--- src/rtl/dac_frame_rx.sv ---
// Receiver for the 3-wire DAC link (sync / dac_clk / dac_in): oversamples the
// link in the clk domain, deserializes MSB-first words and flags malformed frames.
module dac_frame_rx #(
  parameter int DATA_W      = 16,
  parameter int SYNC_STAGES = 2,
  parameter int SAMPLE_RISE = 1,
  parameter int TIMEOUT     = 255
) (
  input  logic              clk,
  input  logic              rst,
  input  logic              sync,
  input  logic              dac_clk,
  input  logic              dac_in,
  output logic [DATA_W-1:0] rx_data,
  output logic              rx_valid,
  output logic              frame_err,
  output logic [1:0]        err_code,
  output logic [15:0]       frame_cnt,
  output logic              busy
);

  localparam int BCW = $clog2(DATA_W + 1);
  localparam int TCW = $clog2(TIMEOUT + 1);
  localparam logic [BCW-1:0] BIT_LAST = BCW'(DATA_W - 1);
  localparam logic [TCW-1:0] TMO_LAST = TCW'(TIMEOUT - 1);

  typedef enum logic [1:0] {IDLE, SHIFT, WAIT_END, ABORT} state_t;

  logic [SYNC_STAGES-1:0] sync_pipe;
  logic [SYNC_STAGES-1:0] clk_pipe;
  logic [SYNC_STAGES-1:0] din_pipe;
  logic                   sync_hist;
  logic                   clk_hist;
  logic [SYNC_STAGES:0]   prime;

  // prime fills with ones as real input samples reach the history flop; edges
  // are ignored until then so a sync already low at reset release is not a start.
  always_ff @(posedge clk or negedge rst) begin
    if (!rst) begin
      sync_pipe <= '1;
      clk_pipe  <= '0;
      din_pipe  <= '0;
      sync_hist <= 1'b1;
      clk_hist  <= 1'b0;
      prime     <= '0;
    end else begin
      sync_pipe <= {sync_pipe[SYNC_STAGES-2:0], sync};
      clk_pipe  <= {clk_pipe[SYNC_STAGES-2:0], dac_clk};
      din_pipe  <= {din_pipe[SYNC_STAGES-2:0], dac_in};
      sync_hist <= sync_pipe[SYNC_STAGES-1];
      clk_hist  <= clk_pipe[SYNC_STAGES-1];
      prime     <= {prime[SYNC_STAGES-1:0], 1'b1};
    end
  end

  logic sync_s, clk_s, din_s, ready;
  logic sync_fall, sync_rise, sample;

  assign sync_s    = sync_pipe[SYNC_STAGES-1];
  assign clk_s     = clk_pipe[SYNC_STAGES-1];
  assign din_s     = din_pipe[SYNC_STAGES-1];
  assign ready     = prime[SYNC_STAGES];
  assign sync_fall = ready & sync_hist & ~sync_s;
  assign sync_rise = ready & ~sync_hist & sync_s;
  assign sample    = ready & ((SAMPLE_RISE != 0) ? (clk_s & ~clk_hist) : (~clk_s & clk_hist));

  state_t            state;
  logic [DATA_W-1:0] shift_reg;
  logic [DATA_W-1:0] shifted;
  logic [BCW-1:0]    bit_cnt;
  logic [TCW-1:0]    tmo_cnt;

  assign shifted = {shift_reg[DATA_W-2:0], din_s};

  always_ff @(posedge clk or negedge rst) begin
    if (!rst) begin
      state     <= IDLE;
      shift_reg <= '0;
      bit_cnt   <= '0;
      tmo_cnt   <= '0;
      rx_data   <= '0;
      rx_valid  <= 1'b0;
      frame_err <= 1'b0;
      err_code  <= 2'b00;
      frame_cnt <= 16'd0;
      busy      <= 1'b0;
    end else begin
      rx_valid  <= 1'b0;
      frame_err <= 1'b0;
      case (state)
        IDLE: begin
          if (sync_fall) begin
            state     <= SHIFT;
            busy      <= 1'b1;
            bit_cnt   <= '0;
            shift_reg <= '0;
            tmo_cnt   <= '0;
          end
        end
        SHIFT: begin
          if (sample) begin
            shift_reg <= shifted;
            tmo_cnt   <= '0;
            bit_cnt   <= bit_cnt + 1'b1;
            // The last sample wins over a coincident sync rise.
            if (bit_cnt == BIT_LAST) begin
              rx_data   <= shifted;
              rx_valid  <= 1'b1;
              frame_cnt <= frame_cnt + 16'd1;
              if (sync_rise) begin
                state <= IDLE;
                busy  <= 1'b0;
              end else begin
                state <= WAIT_END;
              end
            end else if (sync_rise) begin
              frame_err <= 1'b1;
              err_code  <= 2'b01;
              state     <= IDLE;
              busy      <= 1'b0;
            end
          end else if (sync_rise) begin
            frame_err <= 1'b1;
            err_code  <= 2'b01;
            state     <= IDLE;
            busy      <= 1'b0;
          end else if (tmo_cnt == TMO_LAST) begin
            frame_err <= 1'b1;
            err_code  <= 2'b11;
            state     <= ABORT;
            busy      <= 1'b0;
          end else begin
            tmo_cnt <= tmo_cnt + 1'b1;
          end
        end
        WAIT_END: begin
          if (sync_rise) begin
            state <= IDLE;
            busy  <= 1'b0;
          end else if (sample) begin
            frame_err <= 1'b1;
            err_code  <= 2'b10;
            state     <= ABORT;
            busy      <= 1'b0;
          end
        end
        ABORT: begin
          if (sync_s) state <= IDLE;
        end
        default: begin
          state <= IDLE;
          busy  <= 1'b0;
        end
      endcase
    end
  end

endmodule

--- config.mk ---
export PLATFORM = sky130hd
export DESIGN_NAME = dac_frame_rx
export DESIGN_NICKNAME = d
export VERILOG_FILES = /design/src/rtl/dac_frame_rx.sv
export SDC_FILE = /design/constraint.sdc
export NUM_CORES = 1
export LEC_CHECK = 0
export BUFFER_PORTS_ARGS = -buffer_cell sky130_fd_sc_hd__buf_2
export CAP_MARGIN = 20
export CORE_MARGIN = 4
export CORE_UTILIZATION = 55
export DETAILED_ROUTE_END_ITERATION = 16
export PLACE_DENSITY_LB_ADDON = 0.12
export SYNTH_ARGS = -nofsm -noshare
export SYNTH_HDL_FRONTEND = slang
export SYNTH_SLANG_ARGS = --single-unit
--- constraint.sdc ---
create_clock -name clk -period 2.3 [get_ports clk]
set_input_delay 0.23 -clock clk [delete_from_list [all_inputs] [get_ports clk]]
set_output_delay 0.23 -clock clk [all_outputs]
set_load 0.03 [all_outputs]
==> results of run 1 <==
synth_stat cells (all sizes together):
master   number  share of area
nor3          4          0.011
a22oi         1         0.0022
o31ai         1         0.0022
xnor2        14          0.036
nand3b        1         0.0033
nor2b         3         0.0054
o221ai        1         0.0025
nand4b        1         0.0025
a21boi        1         0.0033
nor4          1         0.0018
dfrtp        75           0.54
mux2i         5          0.015
mux2         17          0.056
o21ai         8          0.013
a21oi         5         0.0073
inv          12          0.013
clkbuf        2         0.0022
a22o         16          0.041
nand3        11          0.022
conb          1         0.0011
dfstp         3          0.023
a41oi         1         0.0080
buf           7          0.011
and3          8          0.015
o211ai        1         0.0022
and2          1         0.0018
ha           12          0.044
nand2        12          0.015
o22ai         2         0.0036
and4          2         0.0058
nor2         17          0.019
a211o         2         0.0051
nand4         9          0.016
xor2          6          0.015
a2111oi       2          0.012
or3           1         0.0018
nor3b         3         0.0094
and3b         2         0.0051
o21a          2         0.0044
kinds of logic after synthesis:
group / Yosys count / synth area share
AO/OA/AOI/OAI: 43 / 0.106
XOR/XNOR: 20 / 0.0508
adder cells (fa/ha/maj): 12 / 0.0436
buffers and inverters: 21 / 0.0261
flip-flops: 78 / 0.568
multiplexers: 22 / 0.0701
other: 1 / 0.00109
AND/OR/NAND/NOR: 76 / 0.134
worst max-delay path, stage by stage, from the launching register on:
cell and delay [ps]:
sky130_fd_sc_hd__dfrtp_1 400, sky130_fd_sc_hd__ha_1 180, sky130_fd_sc_hd__and3_1 180, sky130_fd_sc_hd__ha_1 200, sky130_fd_sc_hd__nand2_1 150, sky130_fd_sc_hd__nor3_4 310, sky130_fd_sc_hd__and4_4 330, sky130_fd_sc_hd__nand3_2 90
sky130_fd_sc_hd__xnor2_1 130
metal layers:
layer  wire length (um)  global-route usage
met1               2860               0.240
met4                152              0.0962
met5                  0                   0
met3                239              0.0331
met2               2920               0.289
through the flow:
stage	instance area, sq um	cells	worst slack, ps	hold WS (ps)	utilization
floorplan	3450	273	395	-65.6	-
global placement	3770	387	227	198	0.629
detailed placement	3770	387	156	200	0.629
CTS	4020	407	106	357	0.671
global route	4020	407	27.5	366	0.672
finish	4020	407	205	352	0.672
worst paths after layout:
path	from	endpoint	slack, ps	cells past startpoint
worst max register to register	bit_cnt[0]	frame_cnt[12]	200	8
max in group asynchronous	rst	bit_cnt[1]	1370	3
worst min-delay path	rst	frame_err	350	2
worst min register to register	prime[1]	prime[2]	350	0
worst max-delay path	bit_cnt[0]	frame_cnt[12]	200	8
min in group clk	prime[1]	prime[2]	350	0
timing repair:
action,4_1_cts,5_1_grt
endpoints found under the setup margin,0,4
gates resized for setup,0,2
hold buffers,4,0
hold endpoints to repair,33,0
area by class of cell:
| class | instances | area [sq um] |
|---|---|---|
| inverter | 12 | 45.0 |
| fill | 461 | 1970 |
| clock inverter | 3 | 42.5 |
| clock buffer | 13 | 169 |
| multi-input combinational | 174 | 1410 |
| timing repair buffer | 52 | 313 |
| sequential | 78 | 1960 |
| tap | 75 | 93.8 |
power by group through the flow:
stage	logic, W	clock network (W)	registers, W
after global placement	0.000900	0	0.00161
after floorplan	0.000612	0	0.00164
final	0.000923	0.00107	0.00159
after global routing	0.00102	0.00116	0.00161
after detailed placement	0.000915	0	0.00161
after CTS	0.000930	0.00110	0.00159
==> Flow_metrics.wiki, run 1 <==
{| class="wikitable"
! Metric !! Value
|-
| Status || complete, no violations
|-
| Post-synthesis instance total || 273
|-
| Netlist cell types || 49
|-
| Count of yosys warnings during synthesis || 0
|-
| Internal power component || 0.00243 W
|-
| Worst Hold Class || in -> async
|-
| Initial DRC count || 144
|-
| IO Port Bufs || 41
|-
| Total inserted antenna cells || 0
|-
| Maximum fanout along the worst path || 6
|-
| MaxCap Viol Count || 0
|-
| Core area || 5990 sq um
|-
| Most frequent cells in the layout || sky130_fd_sc_hd__dfrtp_1, sky130_fd_sc_hd__buf_2, sky130_fd_sc_hd__mux2_2
|-
| Number of buffers created by CTS || 9
|-
| Proportion of synthesized chip area in sequential cells || 0.568
|-
| Overall overflow remaining after global route || 0
|-
| Drt drc || 0
|-
| Cell Pwr Density || 890 nW/um^2
|-
| Sum of negative setup slack || 0 ps
|-
| Reported leakage power || 2.03 nW
|-
| Clock skew after layout || 17.3 ps
|-
| Half-perimeter wire length after placement || 4170 um
|-
| Fmax || 477 MHz
|-
| Critical path data required time || 2530 ps
|-
| Most frequent standard cell in the layout excluding fill and tap cells || sky130_fd_sc_hd__dfrtp_1
|-
| Number of iterations in the first detailed-routing pass || 4
|-
| Maximum vdd drop || 0.536 mV
|-
| Via count of the first global-routing pass || 2,320
|-
| Detailed Route WL || 6170 um
|-
| Number of buffers inserted to repair setup after CTS || 0
|-
| Comb power frac || 0.258
|-
| Die height || 87.2 um
|-
| Die extent in x || 87.2 um
|-
| Syn_area_per_cell || 12.6 sq um
|-
| Period utilization || 0.911
|-
| Via density per instance || 5.54
|-
| Crit path launch type || flip-flop
|-
| Total power || 0.00358 W
|-
| Maximum buffer depth of the clock tree || 2
|-
| Clock slew at the register clock pins of the worst setup and hold paths || 90 ps
|-
| Data arrival, critical path || 2320 ps
|-
| I/O pin cnt || 42
|-
| Number of synthesized register bits || 78
|-
| Count of final max-slew check failures || 0
|-
| Net Count, Synth || 290
|-
| WL/cell || 15.2 um
|-
| Clk sink count || 78
|-
| Source-to-sink clock delay at the later pin of the worst-skew pair || 350 ps
|-
| Shortest clock period the worst path allows after layout || 2100 ps
|-
| CTS tree || done
|-
| Clock share of power || 0.298
|-
| Type of the worst setup path || reg -> reg
|-
| Starting Density || 0.575
|-
| Area of the die || 7600 sq um
|-
| Remaining antenna violation count after routing || 0
|-
| Routability congestion estimate from global placement || 0.850
|-
| Largest net degree at the start of global routing || 46
|-
| Number of setup violations in the final report || 0
|-
| Global-route wire length before repair || 10,800 um
|-
| Area delta synth->final || 16.8%
|-
| Fraction of final layout cells with drive strength greater than 1 || 0.307
|-
| Sequential share of power || 0.444
|-
| H-Tree Level Count || 3
|-
| Clock tree root driver cell || sky130_fd_sc_hd__clkbuf_8
|-
| Unrepaired setup endpoints after global routing || false
|-
| Final #Nets || 344
|-
| Final count of hold timing violations || 0
|-
| Post-synth design cell area || 3450 sq um
|-
| DR vias || 2,253
|-
| Global-route usage over all layers || 0.183
|-
| Antenna violations before repair || 0
|-
| Worst Setup End Kind || flip-flop
|-
| Switching part of the total || 0.323
|-
| Site Rows || 28
|-
| Sw power || 0.00116 W
|}
No activity file was read; power rests on OpenSTA's default activity.
==> run 2: changes to the inputs <==
--- a/config.mk
+++ b/config.mk
@@ -5,11 +5,13 @@
 export SDC_FILE = /design/constraint.sdc
 export NUM_CORES = 1
 export LEC_CHECK = 0
+export ABC_AREA = 1
 export BUFFER_PORTS_ARGS = -buffer_cell sky130_fd_sc_hd__buf_2
 export CAP_MARGIN = 20
 export CORE_MARGIN = 4
 export CORE_UTILIZATION = 55
 export DETAILED_ROUTE_END_ITERATION = 16
+export GPL_ROUTABILITY_DRIVEN = 1
 export PLACE_DENSITY_LB_ADDON = 0.12
 export SYNTH_ARGS = -nofsm -noshare
 export SYNTH_HDL_FRONTEND = slang
==> run 2 against run 1 <==
  * Synthesized cell count up 52%
  * Via count up 23%
  * Clock-buffer cell count down 3
  * Cell count increased by 34%
  * Total power decreased by 0.47%
  * Die area up 5.7%
  * Critical endpoint is now tmo_cnt[1]
  * Largest cell class unchanged
  * Largest power group unchanged
==> Flow_metrics.wiki, run 2 <==
{| class="wikitable"
! Metric !! Value
|-
| Status || complete, no violations
|-
| Maximum vdd drop || 0.865 mV
|-
| Site Rows || 29
|-
| Detailed Route WL || 7090 um
|-
| Core area || 6420 sq um
|-
| Clock tree root driver cell || sky130_fd_sc_hd__clkbuf_8
|-
| Count of final max-slew check failures || 0
|-
| Initial DRC count || 126
|-
| Fmax || 526 MHz
|-
| Post-synth design cell area || 3660 sq um
|-
| Actual transition at the worst max-transition pin || 568 ps
|-
| Post-synth ARST share || 1.00
|-
| Routed wire length on met2 || 3370 um
|-
| Met3 routed WL || 313 um
|-
| CTS tree || done
|-
| Post-synthesis instance total || 414
|-
| Syn_area_per_cell || 8.85 sq um
|-
| Reported leakage power || 2.10 nW
|-
| Number of fillers in the final layout || 549
|-
| Dominant cell type by count on the critical path || sky130_fd_sc_hd__nand2_1
|-
| Maximum fanout along the worst path || 14
|-
| Number of synthesized register bits || 78
|-
| Slew headroom || 0.622
|-
| Clock skew after layout || 14.1 ps
|-
| Worst stage delay on the critical path || 440 ps
|-
| Unrepaired setup endpoints after global routing || false
|-
| Top cell type by total area after synthesis || sky130_fd_sc_hd__dfrtp_1
|-
| IO Port Bufs || 41
|-
| Dominant cell by count in the synthesized netlist || sky130_fd_sc_hd__nand2_1
|-
| Routability congestion estimate from global placement || 0.827
|-
| Type of the worst setup path || reg -> reg
|-
| Source-to-sink clock delay at the later pin of the worst-skew pair || 350 ps
|-
| Die height || 89.6 um
|-
| Most frequent standard cell in the layout excluding fill and tap cells || sky130_fd_sc_hd__nand2_1
|-
| Area delta synth->final || 14.7%
|-
| Crit path launch type || flip-flop
|-
| Maximum buffer depth of the clock tree || 2
|-
| Total inserted antenna cells || 0
|-
| EDFF count, synth || 0
|-
| Data arrival, critical path || 2120 ps
|-
| Routed length on met1 || 3350 um
|-
| Shortest clock period the worst path allows after layout || 1900 ps
|-
| Number of buffers inserted to repair setup after CTS || 0
|-
| Cells traversed along the worst timing path || inv_1 -> ha_1 -> buf_4 -> nor2_1 -> a21oi_1 -> nand2_1 -> nand2_1 -> o21ai_0
|-
| Drt drc || 0
|-
| Cell types with the largest area share after synthesis || sky130_fd_sc_hd__dfrtp_1, sky130_fd_sc_hd__nand2_1, sky130_fd_sc_hd__inv_1
|-
| Fraction of final layout cells with drive strength greater than 1 || 0.173
|-
| Post-synth top area share || 0.512
|-
| Die extent in x || 89.6 um
|-
| Hold Slack || 341 ps
|-
| Period utilization || 0.826
|-
| DR vias || 2,777
|-
| Clock slew at the register clock pins of the worst setup and hold paths || 90 ps
|-
| I/O pin cnt || 42
|-
| # hold bufs at CTS || 4
|-
| Global-route wire length before repair || 12,200 um
|-
| Global-route usage over all layers || 0.197
|-
| Critical-path cell with the highest stage delay || sky130_fd_sc_hd__dfrtp_1
|-
| MaxCap Viol Count || 0
|-
| Via density per instance || 5.09
|-
| Net Count, Synth || 431
|-
| Starting Density || 0.570
|-
| Most used flip-flop cell after synthesis || sky130_fd_sc_hd__dfrtp_1
|-
| Cell Pwr Density || 849 nW/um^2
|-
| Number of iterations in the first detailed-routing pass || 4
|-
| Overall overflow remaining after global route || 0
|-
| Clk sink count || 78
|-
| Critical path data required time || 2520 ps
|-
| H-Tree Level Count || 3
|-
| Most frequent cells in the layout || sky130_fd_sc_hd__nand2_1, sky130_fd_sc_hd__dfrtp_1, sky130_fd_sc_hd__inv_1
|-
| WL/cell || 13.0 um
|-
| Utilization of the core after routing || 0.654
|-
| PostCTS Resize Cnt || 0
|-
| Final #Nets || 481
|-
| Antenna violations before repair || 0
|-
| Sum of negative setup slack || 0 ps
|-
| Final count of hold timing violations || 0
|-
| Highest signal layer in the routed design || met4
|-
| Via count of the first global-routing pass || 2,676
|-
| Area of the die || 8030 sq um
|-
| Number of setup violations in the final report || 0
|-
| Netlist cell types || 32
|-
| Leading cell types by count after synthesis || sky130_fd_sc_hd__nand2_1, sky130_fd_sc_hd__dfrtp_1, sky130_fd_sc_hd__inv_1, sky130_fd_sc_hd__nand3_1, sky130_fd_sc_hd__o21ai_0
|-
| Count of yosys warnings during synthesis || 0
|-
| Largest net degree at the start of global routing || 45
|-
| Worst Setup End Kind || flip-flop
|-
| Worst Hold Class || reg -> reg
|-
| Half-perimeter wire length after placement || 4900 um
|-
| Number of buffers created by CTS || 9
|-
| Proportion of synthesized chip area in sequential cells || 0.534
|-
| Remaining antenna violation count after routing || 0
|}
run 2: cell count changes after synthesis, sizes merged, moves of 13 or more:
cell,delta
o21ai,+24
inv,+41
nor2,+13
nand2,+103
o22ai,+14
a22o,-16
nand3,+21
mux2,-17
run 2: per-stage QoR:
stage | area (sq um) | cells | worst slack (ps) | total power, W
final | 4200 | 546 | 400 | 0.00357
after global routing | 4200 | 546 | 190 | 0.00379
after CTS | 4200 | 546 | 403 | 0.00360
after detailed placement | 3930 | 526 | 398 | 0.00241
after global placement | 3930 | 526 | 489 | 0.00239
after floorplan | 3660 | 414 | 735 | 0.00224
run 2: metal layers:
layer,up-vias,GRT usage
met5,-,0
met4,0,0.0528
met2,46,0.304
li1,1427,-
met1,1298,0.272
met3,6,0.0639
run 2: power by group:
part           switching [W]  internal (W)  total, W
Combinational       0.000603      0.000253  0.000856
Sequential         0.0000781       0.00146   0.00154
Clock               0.000522      0.000646   0.00117
run 2: worst max-delay path: cells and delay by family, from the launching register on:
kind,cells,cell delay [ps]
adders and majority gates,1,180
and+or+nand+nor,3,540
buffers and inverters,2,290
DFF,1,440
AOI/OAI and AO/OA,2,320
run 2: logic make-up after synthesis:
logic type,synth area share
DFF,0.534
adders and majority gates,0.0410
buffers and inverters,0.0758
other,0.00102
AOI/OAI and AO/OA,0.0875
xor gates and xnor gates,0.0311
and+or+nand+nor,0.230
run 2: area by class of cell:
type,instances,area [sq um],area share
clock inverters,6,92.6,0.0220
multi-input cells,273,1430,0.340
clock buffers,10,138,0.0328
inverters,54,208,0.0494
repair buffers,48,283,0.0673
flip-flops and latches,78,1960,0.465
well taps,77,96.3,0.0229
run 2: path summary, 6_finish.rpt:
check	startpoint	to	slack (ps)	cells after the start
max in group asynchronous	rst	rx_data[0]	1300	3
worst min register to register	clk_pipe[0]	clk_pipe[1]	340	0
worst max-delay path	state[1]	tmo_cnt[1]	400	8
worst max register to register	state[1]	tmo_cnt[1]	400	8
min in group asynchronous	rst	frame_err	410	2
worst min-delay path	clk_pipe[0]	clk_pipe[1]	340	0
==> run 3: changes to the inputs <==
--- a/config.mk
+++ b/config.mk
@@ -5,7 +5,7 @@
 export SDC_FILE = /design/constraint.sdc
 export NUM_CORES = 1
 export LEC_CHECK = 0
-export ABC_AREA = 1
+export ABC_AREA = 0
 export BUFFER_PORTS_ARGS = -buffer_cell sky130_fd_sc_hd__buf_2
 export CAP_MARGIN = 20
 export CORE_MARGIN = 4
==> constraint.sdc (replaced) <==
create_clock -name clk -period 1.86 [get_ports clk]
set_input_delay 0.186 -clock clk [delete_from_list [all_inputs] [get_ports clk]]
set_output_delay 0.186 -clock clk [all_outputs]
set_load 0.03 [all_outputs]
==> run 3 against run 2 <==
  * Clock skew shrank 3.3 ps
  * Largest cell class unchanged
  * Worst hold slack lost 4.6 ps
  * Non-clock buffer count grew 26
  * Critical path type unchanged
==> Flow_metrics.wiki, run 3 (synthesis results as in run 1) <==
{| class="wikitable"
! Metric !! Value
|-
| Number of fillers in the final layout || 415
|-
| Final non-filler cell area || 4310 sq um
|-
| Clock skew after layout || 10.8 ps
|-
| Global-route wire length before repair || 11,000 um
|-
| Area delta synth->final || 25.2%
|-
| Overall overflow remaining after global route || 0
|-
| Core area || 5990 sq um
|-
| Final worst-path setup slack || 38.3 ps
|-
| Initial DRC count || 131
|-
| Starting Density || 0.575
|-
| Shortest clock period the worst path allows after layout || 1820 ps
|-
| Unrepaired setup endpoints after global routing || true
|-
| MaxCap Viol Count || 0
|-
| Internal power component || 0.00328 W
|-
| Number of buffers created by CTS || 9
|-
| Via count of the first global-routing pass || 2,345
|-
| Worst Hold Class || in -> async
|-
| Worst Setup Slack post-DPL || -31.2 ps
|-
| H-Tree Level Count || 3
|-
| Final #Nets || 366
|-
| Remaining antenna violation count after routing || 0
|-
| IO Port Bufs || 41
|-
| Number of iterations in the first detailed-routing pass || 5
|-
| Maximum fanout along the worst path || 2
|-
| Global-route usage over all layers || 0.188
|-
| Number of setup violations in the final report || 0
|-
| Data arrival, critical path || 2080 ps
|-
| Die extent in x || 87.2 um
|-
| Drt drc || 0
|-
| Die height || 87.2 um
|-
| Comb power frac || 0.317
|-
| Final count of hold timing violations || 0
|-
| Most frequent standard cell in the layout excluding fill and tap cells || sky130_fd_sc_hd__dfrtp_1
|-
| CTS tree || done
|-
| Period utilization || 0.979
|-
| Final Instance Count excl. Fillers || 429
|-
| Critical path data required time || 2120 ps
|-
| Site Rows || 28
|-
| Most frequent cells in the layout || sky130_fd_sc_hd__dfrtp_1, sky130_fd_sc_hd__buf_2, sky130_fd_sc_hd__buf_4
|-
| Maximum buffer depth of the clock tree || 2
|-
| Maximum vdd drop || 0.670 mV
|-
| Detailed Route WL || 6550 um
|-
| Antenna violations before repair || 0
|-
| I/O pin cnt || 42
|-
| Area of the die || 7600 sq um
|-
| Source-to-sink clock delay at the later pin of the worst-skew pair || 340 ps
|-
| Placed Instance Area || 3900 sq um
|-
| Dpl cells || 403
|-
| Type of the worst setup path || reg -> reg
|-
| Crit path launch type || flip-flop
|-
| Total power || 0.00484 W
|-
| Largest net degree at the start of global routing || 42
|-
| Routability congestion estimate from global placement || 0.890
|-
| WL/cell || 15.3 um
|-
| Clock slew at the register clock pins of the worst setup and hold paths || 80 ps
|-
| Clock share of power || 0.281
|-
| Fraction of final layout cells with drive strength greater than 1 || 0.395
|-
| Sequential share of power || 0.402
|-
| Count of final max-slew check failures || 0
|-
| Worst Setup End Kind || flip-flop
|-
| Status || complete, no violations
|-
| DR vias || 2,344
|-
| Clk sink count || 78
|-
| Clock tree root driver cell || sky130_fd_sc_hd__clkbuf_8
|-
| Fmax || 549 MHz
|-
| Sw power || 0.00155 W
|-
| Switching part of the total || 0.321
|-
| Reported leakage power || 2.13 nW
|-
| Via density per instance || 5.46
|-
| Half-perimeter wire length after placement || 4440 um
|-
| Cell Pwr Density || 1120 nW/um^2
|-
| Total inserted antenna cells || 0
|}
[run 3: per-stage QoR]
step | setup TNS, ps | hold WS, ps | util
after floorplan | 0 | -110 | -
after global placement | -2.31 | 188 | 0.651
after detailed placement | -137 | 185 | 0.651
after CTS | 0 | 346 | 0.699
after global routing | -630 | 365 | 0.720
final | 0 | 336 | 0.720
[run 3: final timing paths]
kind                       cells after the start  startpoint  slack (ps)      endpoint
setup / recovery                               7  bit_cnt[1]          40   err_code[0]
hold / removal                                 2         rst         340    tmo_cnt[6]
setup reg to reg                               7  bit_cnt[1]          40   err_code[0]
hold reg to reg                                0    prime[0]         350      prime[1]
max in group asynchronous                      3         rst         890  sync_pipe[0]
min in group clk                               0    prime[0]         350      prime[1]
[run 3: area by class of cell]
cell class                 count  area (sq um)  share of cell area
clock buffer                  10           128              0.0296
clock inverter                 6          87.6              0.0203
inverter                      12          48.8              0.0113
multi-input combinational    174          1500               0.347
sequential                    78          1960               0.454
tap                           75          93.8              0.0218
timing repair buffer          74           502               0.116
[run 3: timing repair]
item	in CTS	in global routing
setup buffers	0	6
setup endpoints to repair	9	45
endpoints found under the hold margin	40	0
gates resized for setup	6	22
pin swaps	2	8
hold buffers	4	0
[run 3: power by group through the flow]
stage	combinational, W	clock, W	sequential, W
global placement	0.00132	0	0.00196
CTS	0.00138	0.00140	0.00194
global route	0.00168	0.00148	0.00196
detailed placement	0.00134	0	0.00197
finish	0.00153	0.00136	0.00194
floorplan	0.000757	0	0.00203
[run 3: critical path: stages, from the launching register on]
cell and delay (ps):
sky130_fd_sc_hd__dfrtp_1 390, sky130_fd_sc_hd__ha_2 190, sky130_fd_sc_hd__and3_4 190, sky130_fd_sc_hd__ha_4 160, sky130_fd_sc_hd__buf_6 110, sky130_fd_sc_hd__a211o_1 290
sky130_fd_sc_hd__a21boi_2 190, sky130_fd_sc_hd__mux2i_1 210
[run 3: per-layer routing]
| metal | global-route usage | vias to the layer above | part of all wire |
|---|---|---|---|
| li1 | - | 1120 | - |
| met1 | 0.257 | 1156 | 0.45 |
| met2 | 0.290 | 61 | 0.49 |
| met3 | 0.0388 | 7 | 0.047 |
| met4 | 0.0837 | 0 | 0.013 |
| met5 | 0 | - | 0 |
